==> config.mk <==
export PLATFORM = sky130hd
export DESIGN_NAME = uart_byte_receiver_flat
export DESIGN_NICKNAME = d
export VERILOG_FILES = /design/src/rtl/uart_byte_receiver_if.sv /design/src/rtl/uart_byte_receiver.sv /design/src/flat_wrapper.sv
export SDC_FILE = /design/constraint.sdc
export NUM_CORES = 1
export LEC_CHECK = 0
export ABC_AREA = 1
export ABC_CLOCK_PERIOD_IN_PS = 2500
export BUFFER_PORTS_ARGS = -buffer_cell sky130_fd_sc_hd__buf_2
export CAP_MARGIN = 20
export CORE_UTILIZATION = 51
export CTS_CLUSTER_SIZE = 25
export DETAILED_ROUTE_END_ITERATION = 8
export PLACE_DENSITY = 0.71
export SLEW_MARGIN = 0
export SYNTH_ARGS = -nofsm -noshare
export SYNTH_HDL_FRONTEND = slang
export SYNTH_SLANG_ARGS = --single-unit
==> constraint.sdc <==
create_clock -name clock -period 2.5 [get_ports clock]
set_clock_uncertainty 0.15 [all_clocks]
set_input_delay 0.5 -clock clock [delete_from_list [all_inputs] [get_ports clock]]
set_output_delay 0.5 -clock clock [all_outputs]
set_load 0.02 [all_outputs]
==> src/rtl/uart_byte_receiver_if.sv <==
// Purpose: serial line in, received byte plus status strobes out, for the UART receive path.
// Latency: none; this interface is wiring only.
// Backpressure: none; the consumer must take data_out in the cycle data_valid is high.
//
// Signals:
//   rx_serial      serial line from the PC, idles high
//   data_out       last correctly received byte, LSB = first data bit
//   data_valid     one-cycle strobe, data_out is new in that cycle
//   framing_error  one-cycle strobe, stop bit sampled low
//   busy           receiver is in the middle of a frame or waiting out a break
// Modports: master = the receiver, slave = the line driver / byte consumer.
interface uart_byte_receiver_if;
    logic       rx_serial;
    logic [7:0] data_out;
    logic       data_valid;
    logic       framing_error;
    logic       busy;

    modport master (
        input  rx_serial,
        output data_out,
        output data_valid,
        output framing_error,
        output busy
    );

    modport slave (
        output rx_serial,
        input  data_out,
        input  data_valid,
        input  framing_error,
        input  busy
    );
endinterface

==> src/rtl/uart_byte_receiver.sv <==
// Purpose: oversampled 8N1 UART receiver, one byte per good frame with a one-cycle strobe.
// Latency: data_valid about (9*OVERSAMPLE + OVERSAMPLE/2 + 2)*DIV + 3 clocks after the start edge.
// Backpressure: none; a byte whose strobe is missed is lost, there is no overrun flag.
//
// Ports:
//   clock     system clock, rising edge
//   reset_n   asynchronous active-low reset
//   rx_if     master side of uart_byte_receiver_if (rx_serial in; data_out,
//             data_valid, framing_error, busy out)
module uart_byte_receiver #(
    parameter int CLK_FREQ   = 12500000,
    parameter int BAUD       = 9600,
    parameter int OVERSAMPLE = 16
) (
    input  logic                  clock,
    input  logic                  reset_n,
    uart_byte_receiver_if.master  rx_if
);

    // ------------------------------------------------------------------
    // Derived constants
    // ------------------------------------------------------------------
    localparam int DIV_RAW = CLK_FREQ / (BAUD * OVERSAMPLE);
    localparam int DIV     = (DIV_RAW < 1) ? 1 : DIV_RAW;
    localparam int DIV_W   = (DIV > 1) ? $clog2(DIV) : 1;
    localparam int SC_W    = $clog2(OVERSAMPLE);
    localparam int MID     = OVERSAMPLE / 2;

    localparam logic [DIV_W-1:0] DIV_LAST = DIV_W'(DIV - 1);
    // The three vote points straddle the middle of the bit.
    localparam logic [SC_W-1:0]  SC_A     = SC_W'(MID - 1);
    localparam logic [SC_W-1:0]  SC_B     = SC_W'(MID);
    localparam logic [SC_W-1:0]  SC_C     = SC_W'(MID + 1);
    localparam logic [SC_W-1:0]  SC_LAST  = SC_W'(OVERSAMPLE - 1);

    generate
        if (OVERSAMPLE < 8) begin : g_bad_oversample
            $error("uart_byte_receiver: OVERSAMPLE must be at least 8");
        end
    endgenerate

    typedef enum logic [2:0] {
        ST_IDLE,
        ST_START,
        ST_DATA,
        ST_STOP,
        ST_BREAK
    } state_t;

    // ------------------------------------------------------------------
    // Input synchroniser. Preset high so an idle line never looks like a
    // start edge as reset releases.
    // ------------------------------------------------------------------
    logic rx_meta;
    logic rx_s;

    always_ff @(posedge clock or negedge reset_n) begin
        if (!reset_n) begin
            rx_meta <= 1'b1;
            rx_s    <= 1'b1;
        end else begin
            rx_meta <= rx_if.rx_serial;
            rx_s    <= rx_meta;
        end
    end

    // ------------------------------------------------------------------
    // State
    // ------------------------------------------------------------------
    state_t           state_q,         state_d;
    logic [DIV_W-1:0] div_cnt_q,       div_cnt_d;
    logic [SC_W-1:0]  sc_q,            sc_d;
    logic [2:0]       bit_idx_q,       bit_idx_d;
    logic [1:0]       smp_q,           smp_d;
    logic [7:0]       shift_q,         shift_d;
    logic [7:0]       data_out_q,      data_out_d;
    logic             data_valid_q,    data_valid_d;
    logic             framing_error_q, framing_error_d;

    logic tick;
    logic maj;

    // The first two votes are held in smp_q; the third is the live rx_s
    // at the SC_C tick, so the decision is made in that same tick.
    assign maj = (smp_q[0] & smp_q[1]) | (smp_q[0] & rx_s) | (smp_q[1] & rx_s);

    always_ff @(posedge clock or negedge reset_n) begin
        if (!reset_n) begin
            state_q         <= ST_IDLE;
            div_cnt_q       <= '0;
            sc_q            <= '0;
            bit_idx_q       <= '0;
            smp_q           <= '0;
            shift_q         <= '0;
            data_out_q      <= '0;
            data_valid_q    <= 1'b0;
            framing_error_q <= 1'b0;
        end else begin
            state_q         <= state_d;
            div_cnt_q       <= div_cnt_d;
            sc_q            <= sc_d;
            bit_idx_q       <= bit_idx_d;
            smp_q           <= smp_d;
            shift_q         <= shift_d;
            data_out_q      <= data_out_d;
            data_valid_q    <= data_valid_d;
            framing_error_q <= framing_error_d;
        end
    end

    // ------------------------------------------------------------------
    // Next state
    // ------------------------------------------------------------------
    always_comb begin
        state_d         = state_q;
        div_cnt_d       = div_cnt_q;
        sc_d            = sc_q;
        bit_idx_d       = bit_idx_q;
        smp_d           = smp_q;
        shift_d         = shift_q;
        data_out_d      = data_out_q;
        data_valid_d    = 1'b0;
        framing_error_d = 1'b0;
        tick            = 1'b0;

        // Sample-tick divider only runs while a frame is being timed.
        if (state_q == ST_START || state_q == ST_DATA || state_q == ST_STOP) begin
            if (div_cnt_q == DIV_LAST) begin
                div_cnt_d = '0;
                tick      = 1'b1;
            end else begin
                div_cnt_d = div_cnt_q + DIV_W'(1);
            end
        end

        case (state_q)
            ST_IDLE: begin
                div_cnt_d = '0;
                if (!rx_s) begin
                    state_d   = ST_START;
                    sc_d      = '0;
                    bit_idx_d = '0;
                end
            end

            ST_START: begin
                if (tick) begin
                    if (sc_q == SC_A) smp_d[0] = rx_s;
                    if (sc_q == SC_B) smp_d[1] = rx_s;
                    if (sc_q == SC_C && maj) begin
                        // Line was back high mid-bit: a glitch, not a start bit.
                        state_d = ST_IDLE;
                        sc_d    = '0;
                    end else if (sc_q == SC_LAST) begin
                        state_d = ST_DATA;
                        sc_d    = '0;
                    end else begin
                        sc_d = sc_q + SC_W'(1);
                    end
                end
            end

            ST_DATA: begin
                if (tick) begin
                    if (sc_q == SC_A) smp_d[0] = rx_s;
                    if (sc_q == SC_B) smp_d[1] = rx_s;
                    if (sc_q == SC_C) shift_d[bit_idx_q] = maj;
                    if (sc_q == SC_LAST) begin
                        sc_d = '0;
                        if (bit_idx_q == 3'd7) begin
                            state_d = ST_STOP;
                        end else begin
                            bit_idx_d = bit_idx_q + 3'd1;
                        end
                    end else begin
                        sc_d = sc_q + SC_W'(1);
                    end
                end
            end

            ST_STOP: begin
                if (tick) begin
                    if (sc_q == SC_A) smp_d[0] = rx_s;
                    if (sc_q == SC_B) smp_d[1] = rx_s;
                    // Decide mid stop bit rather than at its end so a slightly
                    // fast transmitter's next start edge is not missed.
                    if (sc_q == SC_C) begin
                        sc_d = '0;
                        if (maj) begin
                            data_out_d   = shift_q;
                            data_valid_d = 1'b1;
                            state_d      = ST_IDLE;
                        end else begin
                            framing_error_d = 1'b1;
                            state_d         = ST_BREAK;
                        end
                    end else begin
                        sc_d = sc_q + SC_W'(1);
                    end
                end
            end

            ST_BREAK: begin
                // Wait for the line to return high so a held-low line
                // cannot be mistaken for a stream of start bits.
                if (rx_s) state_d = ST_IDLE;
            end

            default: begin
                state_d = ST_IDLE;
            end
        endcase
    end

    // ------------------------------------------------------------------
    // Outputs
    // ------------------------------------------------------------------
    assign rx_if.data_out      = data_out_q;
    assign rx_if.data_valid    = data_valid_q;
    assign rx_if.framing_error = framing_error_q;
    assign rx_if.busy          = (state_q != ST_IDLE);

endmodule
==> src/flat_wrapper.sv <==
// flat-port wrapper written by rule: the top's interface ports become plain ports
module uart_byte_receiver_flat 
#(
    parameter int CLK_FREQ   = 12500000,
    parameter int BAUD       = 9600,
    parameter int OVERSAMPLE = 16
)
  (clock, reset_n, rx_if_rx_serial, rx_if_data_out, rx_if_data_valid, rx_if_framing_error, rx_if_busy);
  uart_byte_receiver_if rx_if_i ();
  input  logic clock;
  input  logic reset_n;
  input wire logic [$bits(rx_if_i.rx_serial)-1:0] rx_if_rx_serial;
  output wire logic [$bits(rx_if_i.data_out)-1:0] rx_if_data_out;
  output wire logic [$bits(rx_if_i.data_valid)-1:0] rx_if_data_valid;
  output wire logic [$bits(rx_if_i.framing_error)-1:0] rx_if_framing_error;
  output wire logic [$bits(rx_if_i.busy)-1:0] rx_if_busy;
  assign rx_if_i.rx_serial = rx_if_rx_serial;
  assign rx_if_data_out = rx_if_i.data_out;
  assign rx_if_data_valid = rx_if_i.data_valid;
  assign rx_if_framing_error = rx_if_i.framing_error;
  assign rx_if_busy = rx_if_i.busy;
  uart_byte_receiver #(.CLK_FREQ(CLK_FREQ), .BAUD(BAUD), .OVERSAMPLE(OVERSAMPLE)) u_core (.clock(clock), .reset_n(reset_n), .rx_if(rx_if_i));
endmodule
; ---- Word-level counts from Yosys, hierarchy flattened
; Cells that the tools add are included.
[totals]
regBits = 39
out_inout_bits = 11
[classes]
n_addsub = 3
order_cmp = 2
eq_ne = 20
mux = 41
bitwise_logic = 5
n_reduce_logical = 17
[op_table]
columns = cell, n
row1 = $mux W3, 15
row2 = $mux W4, 7
row3 = $mux W7, 3
row4 = $pmux W4 S4, 1
row5 = $pmux W3 S5, 1
row6 = $eq A4 B4 Y1 const B, 3
row7 = $mux W1, 11
row8 = $ne A2 B2 Y1 const B, 5
row9 = $reduce_and A5 Y1, 2
row10 = $reduce_and A3 Y1, 3
row11 = $reduce_and A9 Y1, 1
row12 = $bwmux W8, 1
row13 = $ne A2 B1 Y1 const B, 4
row14 = $add A7 B1 Y7 const B, 1
row15 = $eq A7 B7 Y1 const B, 1
row16 = $eq A3 B2 Y1 const B, 2
row17 = $eq A3 B3 Y1 const B, 2
row18 = $pmux W3 S2, 1
row19 = $add A4 B1 Y4 const B, 1
row20 = $eq A4 B3 Y1 const B, 1
row21 = $lt A3 B4 Y1 const B, 1
row22 = $reduce_and A4 Y1, 1
row23 = $reduce_bool A2 Y1, 2
row24 = $reduce_bool A4 Y1, 1
row25 = 12 further kinds, 17

; ---- Depth between registers and ports, before layout
[logic_depth]
word_depth = 7
ltp_mapped = 10
ltp_nobuf = 10

; ---- Worst setup path after synthesis
; No wires, ideal clock.
[synth_timing]
path_kind = register to register
startpoint = register u_core.sc_q[1]
endpoint = register u_core.state_q[2]
arrival_ns = 1.323
path_slack_ns = 0.962
path_stages_with_launch = 11
synth_period_minus_slack_ns = 1.538
path_cell_list = dfrtp_1 inv_1 ha_1 nand3_4 inv_2 nand2_1 nand3_1 inv_1 nor2_1 nand3_1 nand2_1
[synth_between]
elab_chain_len = 5
[synth_lines]
columns = element, line
row1 = from (decl), uart_byte_receiver.sv:72  ; logic [SC_W-1:0] sc_q, sc_d;
row2 = from (signal assigned), uart_byte_receiver.sv:91  ; sc_q <= '0;
row3 = from (signal assigned), uart_byte_receiver.sv:101  ; sc_q <= sc_d;
row4 = $eq A4 B4 Y1, "uart_byte_receiver.sv:150, uart_byte_receiver.sv:187"
row5 = $logic_and A1 B1 Y1, uart_byte_receiver.sv:150  ; if (sc_q == SC_C && maj) begin
row6 = $mux W3, uart_byte_receiver.sv:150
row7 = $mux W3, uart_byte_receiver.sv:147  ; if (tick) begin
row8 = $pmux W3 S5, uart_byte_receiver.sv:136  ; case (state_q)
row9 = to (signal assigned), uart_byte_receiver.sv:99  ; state_q <= state_d;
row10 = to (decl), uart_byte_receiver.sv:70  ; state_t state_q, state_d;
; Parallel ways exist; a longest one is shown, timed or not. The select of a mux whose other input is x is not followed.
; A chain may end at the register's enable or synchronous reset.

; ---- Worst setup path after layout
[layout_timing]
startpoint = register u_core.state_q[2]
endpoint = output rx_if_busy
[layout_between]
elab_chain_len = 1
[layout_lines]
columns = element, line
row1 = $reduce_bool A3 Y1, uart_byte_receiver.sv:221  ; assign rx_if.busy = (state_q != ST_IDLE);
row2 = to (decl), flat_wrapper.sv:16  ; output wire logic [$bits(rx_if_i.busy)-1:0] rx_if_busy;
; No other way between the ends.

==> impl_results.md <==
* Pleak at roughly 1.2 nW
* TritonCTS clock tree: yes
* Remaining antenna violation count at 0
* Die area at 4380 sq um
* Hold WS at 0.153 ns
* IR Drop Worst-Case VDD at 0.340 mV
* Average size of a mapped cell at 8.37 sq um
* Count of unique library cells instantiated by Yosys at 27
* Register area share after synthesis at 46.6%
* Routed wire per std cell at 11.6 um
* Initial antenna violation count at 0
* Tcrit/Tclk final at 79.4%
* Net count after synthesis at 261
* Reg clk slew, reported paths at 0.08 ns
* Antenna Cells at 0
* RSZ-0062 raised after global routing: no
* Final setup violation count at 0
* Vias in the first global route at 1445
* GRT Residual Overflow at 0
* Layout Area Growth over Synthesis at 10.2%
* Largest net degree at the start of global routing at 40
* H-Tree Depth at 2
* Crit path time final at about 2.0 ns
* PwrDens at 505 nW/um^2
* Synth warn at 0
* # placed instances at 310
* Clk pwr share at between 40 and 50%
* Max Cap Viol at 0
* Remaining DRCs at 0
* GRT Util Overall at about a fifth
* Comb power frac at 1.1%
* Clock buffer depth at 2
* CP startpoint kind: flip-flop
* Type of the worst min-delay path: input port to async pin
* Worst EP required at 1.85 ns
* Initial DRT Pass Iterations at 5
* Initial Utilization at 55.3%
* Final Non-Filler Cells at approximately 320
* Via density per instance at 4.94
* Postcts setup bufs at 0
* Total number of vias at roughly 1.6k
* PnR worst setup slack at 0.514 ns
* Wire length of the first global-routing pass at 6390 um
* Die W at ~66 um
* CORE AREA at 3800 sq um
* PortBufs at 13
* CTS resizes at 0
* Most frequent cells in the layout: nand2_1, dfrtp_1, nor2_1, inv_1, nand3_1
* Final Cell Area at 2320 sq um
* Total net switching power at 0.239 mW
* Fin. max-slew vios at 0
* Post-Syn Area at 2100 sq um
* I/O Pins at 14
* CTS sink count at 39
* Die Y at ~66 um
* Synth area leader: dfrtp_1
* CTS buffer count at 5
* Critical Path AT at 1.34 ns
* Hold Vio Cnt, Final at 0
* DP Worst Slack at just over 0.7 ns
* Crit. End Element: primary output
* Pint at 0.931 mW
* Total power at around 1.2 mW
* Final GP Congestion at about 0.85
* DRT iter0 DRCs at between 100 and 150
* Most common cell after layout, fill and taps aside: nand2_1
* CP max FO at 8
* Rel. slew slack at 43.7%
* Placed Area at ~2200 sq um
* Status: complete, no violations
* Cts hold-fix bufs at 0
* Final nets at roughly 280
* Sw frac at between 20% and 30%
* Share of the synthesized area in the top cell type at 44.1%
* Clock Tree Root: clkbuf_8
* Tightest Pin Transition at 0.845 ns
* #FFs+latches synth at 39
* Clock Latency Late Sink at about 0.3 ns
* Layout cells sized above 1 at 19.3%
* Highest clock rate at 504 MHz
* Critical path type: flip-flop to primary output
* Seq pwr share at a little over half
* DP HPWL at 2730 um
* Std-Cell Rows at 22
* Setup TNS at 0 ns
* Drt total wl at 3680 um
* Cells after Synth at 251
* Synth top area cells: dfrtp_1, nand2_1, nor2_1
* Final core occ at 61.0%
[power groups by stage]
stage | clock network (mW) | logic [mW] | registers (mW)
after global placement | 0 | 0.0139 | 0.647
after global routing | 0.561 | 0.0156 | 0.635
final | 0.523 | 0.0128 | 0.635
after floorplan | 0 | 0.0000174 | 0.647
after detailed placement | 0 | 0.0139 | 0.647
after CTS | 0.539 | 0.0140 | 0.635
[worst paths after layout]
path / from / end / slack (ns) / cells past startpoint
max: u_core.state_q[2] / rx_if_busy / 0.51 / 3
min: reset_n / u_core.rx_if.data_out[6] / 0.15 / 1
max reg2reg: u_core.div_cnt_q[0] / u_core.shift_q[0] / 0.72 / 7
min reg2reg: u_core.rx_meta / u_core.rx_s / 0.21 / 0
max in group asynchronous: reset_n / u_core.sc_q[2] / 1.51 / 1
min in group clock: rx_if_rx_serial / u_core.rx_meta / 0.15 / 1
[flip-flops by register name, summed over array words and instances, names as in the netlist]
signal	flops
u_core.div_cnt_q	7
u_core.rx_if.data_valid	1
u_core.rx_if.data_out	8
u_core.rx_s	1
u_core.smp_q	2
u_core.state_q	3
u_core.shift_q	8
u_core.sc_q	4
u_core.rx_if.framing_error	1
u_core.bit_idx_q	3
u_core.rx_meta	1
[final cells by class]
cell class,count,area [sq um]
Fill cell,354,1480
Timing Repair Buffer,13,65.1
Clock buffer,5,68.8
Clock inverter,3,43.8
Sequential cell,39,978
Tap cell,48,60.1
Inverter,32,121
Multi-Input combinational cell,178,978
[worst max-delay path: stages, from the launching register on]
cell	delay [ns]
dfrtp_1	0.59
inv_2	0.15
nand2_1	0.13
buf_2	0.17
[kinds of logic (layout without fill, tap and decap cells)]
| family | Yosys count | count (layout) | share of synthesized area [%] |
|---|---|---|---|
| and+or+nand+nor | 142 | 142 | 34.1 |
| AOI/OAI and AO/OA | 22 | 22 | 5.36 |
| buffers and inverters | 34 | 53 | 6.85 |
| adders and majority gates | 7 | 7 | 4.17 |
| DFF | 39 | 39 | 46.6 |
| xor gates and xnor gates | 7 | 7 | 2.92 |
[per-layer routing]
| layer | wire length, um | GRT usage [%] | vias up |
|---|---|---|---|
| li1 | - | - | 833 |
| met1 | 1820 | 26.0 | 705 |
| met2 | 1690 | 32.0 | 25 |
| met3 | 102 | 4.66 | 8 |
| met4 | 61 | 7.18 | 0 |
| met5 | 0 | 0 | - |
[synth_stat cells]
cell type and count:
a21oi_1 3, and3_1 2, buf_4 1, buf_8 1
clkinv_2 1, dfrtp_1 37, dfstp_2 2, ha_1 7
inv_1 23, inv_2 8, nand2_1 74, nand2_2 1
nand3_1 18, nand3_2 7, nand3_4 2, nand3b_1 1
nand4_4 1, nor2_1 25, nor2_2 4, nor2_4 4
nor2_8 1, nor4_1 2, o21ai_0 7, o21ai_1 10
o22ai_1 2, xnor2_1 1, xor2_1 6
Note: power is estimated with default switching activity, not from simulation.
